**config.mk**
```make
export PLATFORM = sky130hd
export DESIGN_NAME = store_split_ctrl
export DESIGN_NICKNAME = d
export VERILOG_FILES = /design/src/rtl/store_pkg.sv /design/src/rtl/store_lane_gen.sv /design/src/rtl/store_split_ctrl.sv
export SDC_FILE = /design/constraint.sdc
export NUM_CORES = 1
export LEC_CHECK = 0
export CAP_MARGIN = 0
export CORE_ASPECT_RATIO = 1.4
export CORE_MARGIN = 3
export CORE_UTILIZATION = 31
export CTS_BUF_LIST = sky130_fd_sc_hd__clkbuf_16
export CTS_CLUSTER_DIAMETER = 200
export DETAILED_ROUTE_END_ITERATION = 8
export PLACE_DENSITY_LB_ADDON = 0.05
export SLEW_MARGIN = 20
export SYNTH_ARGS = -nofsm -noshare
export SYNTH_HDL_FRONTEND = slang
export SYNTH_SLANG_ARGS = --single-unit
```
**constraint.sdc**
```tcl
create_clock -name clk -period 2.1 [get_ports clk]
set_input_delay 0.21 -clock clk [delete_from_list [all_inputs] [get_ports clk]]
set_output_delay 0.21 -clock clk [all_outputs]
set_load 0.01 [all_outputs]
```
**src/rtl/store_pkg.sv**
```systemverilog
// Shared types for the store-path controller.
// Build option: STORE_SPLIT_EN adds the second-beat states used for word-crossing stores.
package store_pkg;

    typedef enum logic [1:0] {
        SZ_BYTE = 2'b00,
        SZ_HALF = 2'b01,
        SZ_WORD = 2'b10,
        SZ_ILL  = 2'b11
    } st_size_e;

    typedef enum logic [2:0] {
        ST_IDLE,
        ST_SEND0,
        ST_RESP0
`ifdef STORE_SPLIT_EN
        ,
        ST_SEND1,
        ST_RESP1
`endif
    } st_state_e;

    localparam logic [1:0] BRESP_OKAY = 2'b00;

    // Byte-lane enables for a store of the given size starting at lane 0.
    function automatic logic [3:0] base_strobe(input st_size_e size);
        case (size)
            SZ_BYTE: base_strobe = 4'b0001;
            SZ_HALF: base_strobe = 4'b0011;
            SZ_WORD: base_strobe = 4'b1111;
            default: base_strobe = 4'b0000;
        endcase
    endfunction

endpackage

```
**src/rtl/store_lane_gen.sv**
```systemverilog
// Byte-lane alignment of store strobe and data over a two-word window.
// Build option: none (used unchanged with or without STORE_SPLIT_EN).
module store_lane_gen
    import store_pkg::*;
(
    input  logic [1:0]  off,
    input  st_size_e    size,
    input  logic [31:0] data,
    output logic [3:0]  strb0,
    output logic [3:0]  strb1,
    output logic [31:0] data0,
    output logic [31:0] data1,
    output logic        split
);

    logic [6:0]  s7;
    logic [63:0] d64;

    // Shift strobe and data up by the byte offset; anything past lane 3 spills into the next word.
    always_comb begin
        s7    = {3'b000, base_strobe(size)} << off;
        d64   = {32'b0, data} << {off, 3'b000};
        strb0 = s7[3:0];
        strb1 = {1'b0, s7[6:4]};
        data0 = d64[31:0];
        data1 = d64[63:32];
        split = |s7[6:4];
    end

endmodule

```
**src/rtl/store_split_ctrl.sv**
```systemverilog
// Store-path controller: aligns a CPU store onto a word-aligned write port
// and reports done / error / misalignment with one-cycle pulses.
// Build option: STORE_SPLIT_EN splits word-crossing stores into two beats;
// without it such stores are rejected with st_misalign.
module store_split_ctrl
    import store_pkg::*;
#(
    parameter int unsigned RESP_TIMEOUT = 0,
    parameter int unsigned TO_W         = 8
) (
    input  logic        clk,
    input  logic        rst_n,
    input  logic        st_valid,
    output logic        st_ready,
    input  logic [31:0] st_addr,
    input  logic [1:0]  st_size,
    input  logic [31:0] st_data,
    output logic        st_done,
    output logic        st_err,
    output logic        st_misalign,
    output logic        m_valid,
    input  logic        m_ready,
    output logic [31:0] m_addr,
    output logic [3:0]  m_wstrb,
    output logic [31:0] m_wdata,
    input  logic        m_bvalid,
    input  logic [1:0]  m_bresp,
    output logic        m_bready
);

    st_state_e       state, state_nxt;
    logic [TO_W-1:0] cnt, cnt_nxt;
    logic [31:0]     req_addr, req_data;
    st_size_e        req_size;
    logic            alive;
    logic            accept;
    logic            done_nxt, err_nxt;
`ifndef STORE_SPLIT_EN
    logic            mis_nxt;
`endif

    logic [1:0]  lg_off;
    st_size_e    lg_size;
    logic [31:0] lg_data;
    logic [3:0]  strb0, strb1;
    logic [31:0] data0, data1;
    logic        split;

    // alive keeps st_ready low while reset is held, so every output reads 0 in reset.
    assign st_ready = alive && (state == ST_IDLE);
    assign accept   = st_valid && st_ready;

    // One lane generator: in IDLE it sees the incoming request (for the split decision),
    // afterwards the registered request (for the beats).
    always_comb begin
        if (state == ST_IDLE) begin
            lg_off  = st_addr[1:0];
            lg_size = st_size_e'(st_size);
            lg_data = st_data;
        end else begin
            lg_off  = req_addr[1:0];
            lg_size = req_size;
            lg_data = req_data;
        end
    end

    store_lane_gen u_lane (
        .off   (lg_off),
        .size  (lg_size),
        .data  (lg_data),
        .strb0 (strb0),
        .strb1 (strb1),
        .data0 (data0),
        .data1 (data1),
        .split (split)
    );

`ifdef STORE_SPLIT_EN
    assign st_misalign = 1'b0;
`else
    logic unused_hi;
    assign unused_hi = ^{strb1, data1};
`endif

    // State, timeout counter, captured request and registered result pulses.
    always_ff @(posedge clk or negedge rst_n) begin
        if (!rst_n) begin
            state    <= ST_IDLE;
            cnt      <= '0;
            alive    <= 1'b0;
            req_addr <= '0;
            req_data <= '0;
            req_size <= SZ_BYTE;
            st_done  <= 1'b0;
            st_err   <= 1'b0;
`ifndef STORE_SPLIT_EN
            st_misalign <= 1'b0;
`endif
        end else begin
            state   <= state_nxt;
            cnt     <= cnt_nxt;
            alive   <= 1'b1;
            st_done <= done_nxt;
            st_err  <= err_nxt;
`ifndef STORE_SPLIT_EN
            st_misalign <= mis_nxt;
`endif
            if (accept) begin
                req_addr <= st_addr;
                req_data <= st_data;
                req_size <= st_size_e'(st_size);
            end
        end
    end

    // Next-state, counter and bus-side outputs.
    always_comb begin
        state_nxt = state;
        cnt_nxt   = cnt;
        done_nxt  = 1'b0;
        err_nxt   = 1'b0;
`ifndef STORE_SPLIT_EN
        mis_nxt   = 1'b0;
`endif
        m_valid   = 1'b0;
        m_bready  = 1'b0;
        m_addr    = '0;
        m_wstrb   = '0;
        m_wdata   = '0;
        case (state)
            ST_IDLE: begin
                if (accept) begin
                    if (lg_size == SZ_ILL) begin
                        err_nxt = 1'b1;
                    end else if (split) begin
`ifdef STORE_SPLIT_EN
                        state_nxt = ST_SEND0;
`else
                        mis_nxt = 1'b1;
`endif
                    end else begin
                        state_nxt = ST_SEND0;
                    end
                end
            end
            ST_SEND0: begin
                m_valid = 1'b1;
                m_addr  = {req_addr[31:2], 2'b00};
                m_wstrb = strb0;
                m_wdata = data0;
                if (m_ready) begin
                    state_nxt = ST_RESP0;
                    cnt_nxt   = '0;
                end
            end
`ifdef STORE_SPLIT_EN
            ST_SEND1: begin
                m_valid = 1'b1;
                m_addr  = {req_addr[31:2] + 30'd1, 2'b00};
                m_wstrb = strb1;
                m_wdata = data1;
                if (m_ready) begin
                    state_nxt = ST_RESP1;
                    cnt_nxt   = '0;
                end
            end
            ST_RESP0, ST_RESP1: begin
`else
            ST_RESP0: begin
`endif
                m_bready = 1'b1;
                if (m_bvalid) begin
                    if (m_bresp != BRESP_OKAY) begin
                        state_nxt = ST_IDLE;
                        err_nxt   = 1'b1;
                    end
`ifdef STORE_SPLIT_EN
                    else if (state == ST_RESP0 && split) begin
                        state_nxt = ST_SEND1;
                    end
`endif
                    else begin
                        state_nxt = ST_IDLE;
                        done_nxt  = 1'b1;
                    end
                end else if (RESP_TIMEOUT != 0) begin
                    // cnt counts completed RESP cycles; the limit is hit on the last allowed one.
                    if (cnt == TO_W'(RESP_TIMEOUT - 1)) begin
                        state_nxt = ST_IDLE;
                        err_nxt   = 1'b1;
                    end else begin
                        cnt_nxt = cnt + TO_W'(1);
                    end
                end
            end
            default: state_nxt = ST_IDLE;
        endcase
    end

endmodule

```
==> results_dict.tcl, run 1 <==
set metrics [dict create \
    root_buffer "clkbuf_16" \
    die_area_um2 13700 \
    drive_gt1_frac 0.388 \
    power_mw 8.51 \
    min_period_ns 2.31 \
    place_congestion 0.772 \
    dp_hpwl_um 7270 \
    fill_cells 1130 \
    rsz0062_at_grt "yes" \
    die_width_um 99.9 \
    start_util 0.321 \
    postSynth.asyncResetShare 1.00 \
    syn_avg_cell_area_um2 12.2 \
    skew_ns 0.00844 \
    cts_buffer_depth 2 \
    crit_arrival_ns 2.10 \
    drc 0 \
    yosys.area.top_type "dfrtp_1" \
    crit_start "state[0]" \
    slowest_delay_ns 0.40 \
    synth_most_common_cell "dfrtp_1" \
    regToRegStartpoint "state[0]" \
    drt_iter0_drc 46 \
    hold_violations 0 \
    area_growth_pct 54.2 \
    diodes 0 \
    yosys_warnings 0 \
    ant_nets 0 \
    worstSetupPathType "flip-flop to output port" \
    num_vias 2947 \
    ir_drop_mv 0.556 \
    viasPerCell 4.65 \
    yosysUniqueCellTypes 32 \
    timing.final.ws_setup_ns -0.206 \
    drt-total-wl_um 10200 \
    wire_per_inst_um 16.1 \
    io_pins 147 \
    end_kind "output port" \
    crit_slowest_cell "dfrtp_1" \
    syn_area_um2 3830 \
    worst_hold_path_type "input port to asynchronous set/reset pin" \
    drv_slew 0 \
    postSynthCellCount 314 \
    grt_pass1_wl_um 16100 \
    first_pass_iters 4 \
    violations "setup timing" \
    max_cap_violations 0 \
    path_buf_inv 3 \
    outcome "finished, violations left" \
    yosysSeqAreaShare 0.471 \
    die_y_um 137 \
    yosys-top-cells-area "dfrtp_1, mux2_4, mux2_2" \
    overflow 0 \
    p_leak_nw 2.67 \
    setup_violations 9 \
    grt_max_degree 36 \
    stdcell_area_um2 5900 \
    antenna_found_initial 0 \
    worst_setup_path_start_kind "flip-flop" \
    clk_pin_slew_ns 0.06 \
    cp_cell_sequence "nor2_4 > buf_6 > mux2_4 > ha_4 > inv_2 > mux2i_1 > o32ai_2 > buf_2" \
    synth_common_cells "dfrtp_1, and2_1, mux2_2" \
    numCtsBuffers 9 \
    holdWs_ns 0.365 \
    core_area_um2 11900 \
    worstSkewPairLatency_ns 0.34 \
    cts_htree_levels 3 \
    grt_pass1_vias 3126 \
    placed_area_um2 5540 \
    port_buffers 144 \
    clock.fmax_ghz 0.434 \
    rows 47 \
    critPathTopFamily "flip-flops" \
    worst-path-max-fanout 3 \
    cts_tree "done" \
    synth_ff_type "dfrtp_1" \
    synth-seq-cells 72 \
    cts_sinks 72 \
    synth_edf_count 0 \
    power_density_nw_per_um2 1440 \
    layout.nets 558 \
    post-route-period-util 1.10 \
    yosysTopAreaCellShare 0.471 \
    grt_usage 0.151 \
    critPathRequiredTime_ns 1.89 \
]
-- placed cells by master, fill, tap and decap left out, drive strengths merged --
master and count:
nor3b 1, clkdlybuf4s50 75, nor2b 10, buf 53
a211oi 16, ha 3, a31o 1, dlygate4sd2 8
and3 1, and2 39, nand2b 2, inv 5
dfrtp 72, mux2i 21, nor2 26, dlymetal6s2s 1
clkinvlp 2, o32ai 2, clkbuf 35, nor3 3
or2b 1, and2b 1, clkinv 3, o21ai 2
dlygate4sd3 1, nand3b 1, nor4 1, a22o 1
bufinv 1, nand2 5, mux2 67, conb 3
clkdlybuf4s15 16, a21oi 8
-- power breakdown --
part	leakage, nW	switching, mW	internal (mW)	total [mW]
sequential	0.852	0.469	2.07	2.54
clock	0.139	0.603	0.919	1.52
combinational	1.67	1.90	2.54	4.45
-- stage by stage --
| stage | utilization | worst slack, ns | instances | setup TNS, ns |
|---|---|---|---|---|
| after floorplan | - | 0.242 | 315 | 0 |
| after global placement | 0.464 | -0.298 | 607 | -1.08 |
| after detailed placement | 0.464 | -0.332 | 607 | -1.39 |
| after CTS | 0.492 | -0.201 | 629 | -0.468 |
| after global routing | 0.494 | -0.292 | 634 | -1.61 |
| final | 0.494 | -0.206 | 634 | -0.594 |
-- worst paths after layout --
check | endpoint | slack [ns] | cells past startpoint
max in group asynchronous | req_data[17] | 1.13 | 3
setup / recovery | m_wstrb[2] | -0.21 | 8
hold reg to reg | req_addr[13] | 0.49 | 1
hold / removal | req_addr[9] | 0.36 | 2
min in group clk | st_done | 0.44 | 2
setup reg to reg | req_addr[5] | 0.17 | 7
-- sequential cells by signal (all words and copies together) (netlist names) --
name and cells:
req_data 32, state 2, st_misalign 1, alive 1
st_done 1, st_err 1, req_addr 32, req_size 2
-- layout make-up --
class | instances | area [um^2] | share of cell area
clock buffer | 9 | 225 | 0.0382
clock inverter | 7 | 71.3 | 0.0121
inverter | 4 | 20.0 | 0.00339
multi-input combinational | 215 | 1960 | 0.332
sequential | 72 | 1800 | 0.305
tap | 147 | 184 | 0.0312
timing repair buffer | 180 | 1640 | 0.278
-- layer usage --
layer  GRT usage  wire length [um]
met1       0.187              4120
met2       0.258              5320
met3      0.0344               600
met4      0.0532               152
met5           0                 0
-- worst register-to-register path, delay by kind of cell (launching register included) --
family	cells	cell delay [ns]
AND/OR/NAND/NOR	2	0.52
buffers and inverters	4	0.54
flip-flops	1	0.40
multiplexers	1	0.36
-- kinds of logic (layout without fill, tap and decap cells) --
logic type / count (synthesis) / in the layout / share of synthesized area
other cells: 2 / 3 / 0.00196
compound gates: 30 / 30 / 0.0536
fa+ha+maj: 3 / 3 / 0.00980
buf+inv: 28 / 200 / 0.0516
mux: 88 / 88 / 0.280
simple gates: 91 / 91 / 0.132
flops: 72 / 72 / 0.471
-- what timing repair did --
action	4_1_cts	5_1_grt
setup buffers	5	5
gates resized for setup	139	99
cloned	0	1
endpoints found under the hold margin	33	0
pin swaps	3	3
setup endpoints to repair	67	54
hold buffers	1	0
No activity file was read; power rests on OpenSTA's default activity.
==> inputs of run 2 (changes only) <==
--- a/config.mk
+++ b/config.mk
@@ -9,8 +9,9 @@
 export CORE_ASPECT_RATIO = 1.4
 export CORE_MARGIN = 3
 export CORE_UTILIZATION = 31
-export CTS_BUF_LIST = sky130_fd_sc_hd__clkbuf_16
+export CTS_BUF_LIST = sky130_fd_sc_hd__clkbuf_4 sky130_fd_sc_hd__clkbuf_8
 export CTS_CLUSTER_DIAMETER = 200
+export CTS_CLUSTER_SIZE = 16
 export DETAILED_ROUTE_END_ITERATION = 8
 export PLACE_DENSITY_LB_ADDON = 0.05
 export SLEW_MARGIN = 20
==> results_dict.tcl, run 2 (same netlist as run 1, synthesis figures left out) <==
set metrics [dict create \
    grt_pass1_vias 3144 \
    viasPerCell 4.65 \
    swShare 0.365 \
    cts_htree_levels 3 \
    grt_usage 0.152 \
    cts_buffer_depth 2 \
    outcome "finished, violations left" \
    post-route-period-util 1.12 \
    pwr-share-seq 0.311 \
    cts_tree "done" \
    drive_gt1_frac 0.450 \
    port_buffers 144 \
    ant_nets 0 \
    critPathRequiredTime_ns 1.89 \
    max_cap_violations 0 \
    drt-total-wl_um 10200 \
    rows 47 \
    reg.largest.list "req_addr x32, req_data x32" \
    diodes 0 \
    root_buffer "clkbuf_8" \
    clock.fmax_ghz 0.424 \
    start_util 0.321 \
    clkPwrFrac 0.140 \
    violations "setup timing" \
    drv_slew 0 \
    placed_area_um2 5540 \
    worst_setup_path_start_kind "flip-flop" \
    stdcell_area_um2 5780 \
    grt_pass1_wl_um 16100 \
    drc 0 \
    dp_hpwl_um 7270 \
    hold_violations 0 \
    p_int_mw 5.18 \
    num_vias 2956 \
    p_sw_mw 2.98 \
    ir_drop_mv 0.556 \
    area_growth_pct 51.0 \
    crit_arrival_ns 2.15 \
    worst-path-max-fanout 3 \
    end_kind "output port" \
    clk_pin_slew_ns 0.09 \
    cts_sinks 72 \
    overflow 0 \
    final_common_cell "clkdlybuf4s50_1" \
    min_period_ns 2.36 \
    power_mw 8.16 \
    final_cell_mix "clkdlybuf4s50_1, dfrtp_1, clkbuf_2" \
    core_area_um2 11900 \
    fin_cells 636 \
    setup_violations 12 \
    layout.nets 560 \
    drt_iter0_drc 59 \
    rsz0062_at_grt "yes" \
    die_area_um2 13700 \
    place_congestion 0.772 \
    combPwrFrac 0.549 \
    worstSetupPathType "flip-flop to output port" \
    die_width_um 99.9 \
    antenna_found_initial 0 \
    io_pins 147 \
    wire_per_inst_um 16.1 \
    timing.final.ws_setup_ns -0.261 \
    first_pass_iters 4 \
    p_leak_nw 2.62 \
    power_density_nw_per_um2 1410 \
    skew_ns 0.0118 \
    die_y_um 137 \
    dp_cells 607 \
    numCtsBuffers 9 \
    worst_hold_path_type "input port to asynchronous set/reset pin" \
    worstSkewPairLatency_ns 0.36 \
    grt_max_degree 36 \
]
-- run 2: changes by cell type in the layout (fill, tap and decap cells not counted), sizes merged --
| cell | delta |
|---|---|
| clkinv | -1 |
| dlygate4sd2 | -6 |
| clkbuf | +19 |
| buf | +4 |
| clkdlybuf4s15 | -14 |
-- run 2: repair_timing --
item                                    4_1_cts  5_1_grt
endpoints found under the setup margin       67       63
buffers inserted                              5        6
gates resized for setup                     140      138
hold endpoints to repair                     33        0
cloned                                        0        1
pin swaps                                     4        3
hold buffers                                  1        0
-- run 2: area by class of cell --
class,count,area [um^2]
multi-input cells,215,1990
fillers,1144,6160
repair buffers,182,1580
clock buffers,10,138
clock inverters,6,67.6
inverters,4,20.0
flip-flops and latches,72,1800
well taps,147,184
-- run 2: worst max-delay path: stages, from the launching register on --
cell,delay (ns)
dfrtp_1,0.41
nor2_4,0.14
buf_6,0.11
mux2_4,0.33
ha_4,0.18
inv_2,0.04
mux2i_1,0.07
o32ai_2,0.33
buf_2,0.19
-- run 2: final timing paths --
| path | start | to | slack, ns | cells after the start |
|---|---|---|---|---|
| worst max-delay path | state[0] | m_wstrb[2] | -0.26 | 8 |
| worst max register to register | state[0] | req_addr[14] | 0.16 | 7 |
| worst min-delay path | rst_n | req_addr[9] | 0.34 | 2 |
| min in group clk | m_bresp[0] | st_done | 0.41 | 2 |
| max in group asynchronous | rst_n | req_data[17] | 1.16 | 3 |
| worst min register to register | req_addr[13] | req_addr[13] | 0.50 | 1 |
-- run 2: per-stage QoR --
step / setup TNS [ns] / util / hold slack (ns) / setup WS (ns)
after floorplan: 0 / - / -0.0856 / 0.242
after global routing: -2.54 / 0.484 / 0.367 / -0.338
after global placement: -1.08 / 0.464 / 0.192 / -0.298
final: -1.30 / 0.484 / 0.336 / -0.261
after detailed placement: -1.39 / 0.464 / 0.192 / -0.332
after CTS: -0.823 / 0.485 / 0.330 / -0.239
-- run 2: routing by layer --
layer	track usage	up-vias	share of wire
met3	0.0284	13	0.057
met5	0	-	0
li1	-	1419	-
met2	0.256	86	0.52
met1	0.184	1438	0.40
met4	0.0744	0	0.023
-- run 2: power by group through the flow --
stage	Combinational [mW]	Clock, mW	Sequential [mW]
2_1_floorplan	2.62	0	2.38
3_3_place_gp	4.19	0	2.52
3_5_place_dp	4.22	0	2.54
4_1_cts	4.26	1.20	2.53
5_1_grt	4.87	1.26	2.64
6_report	4.48	1.15	2.54
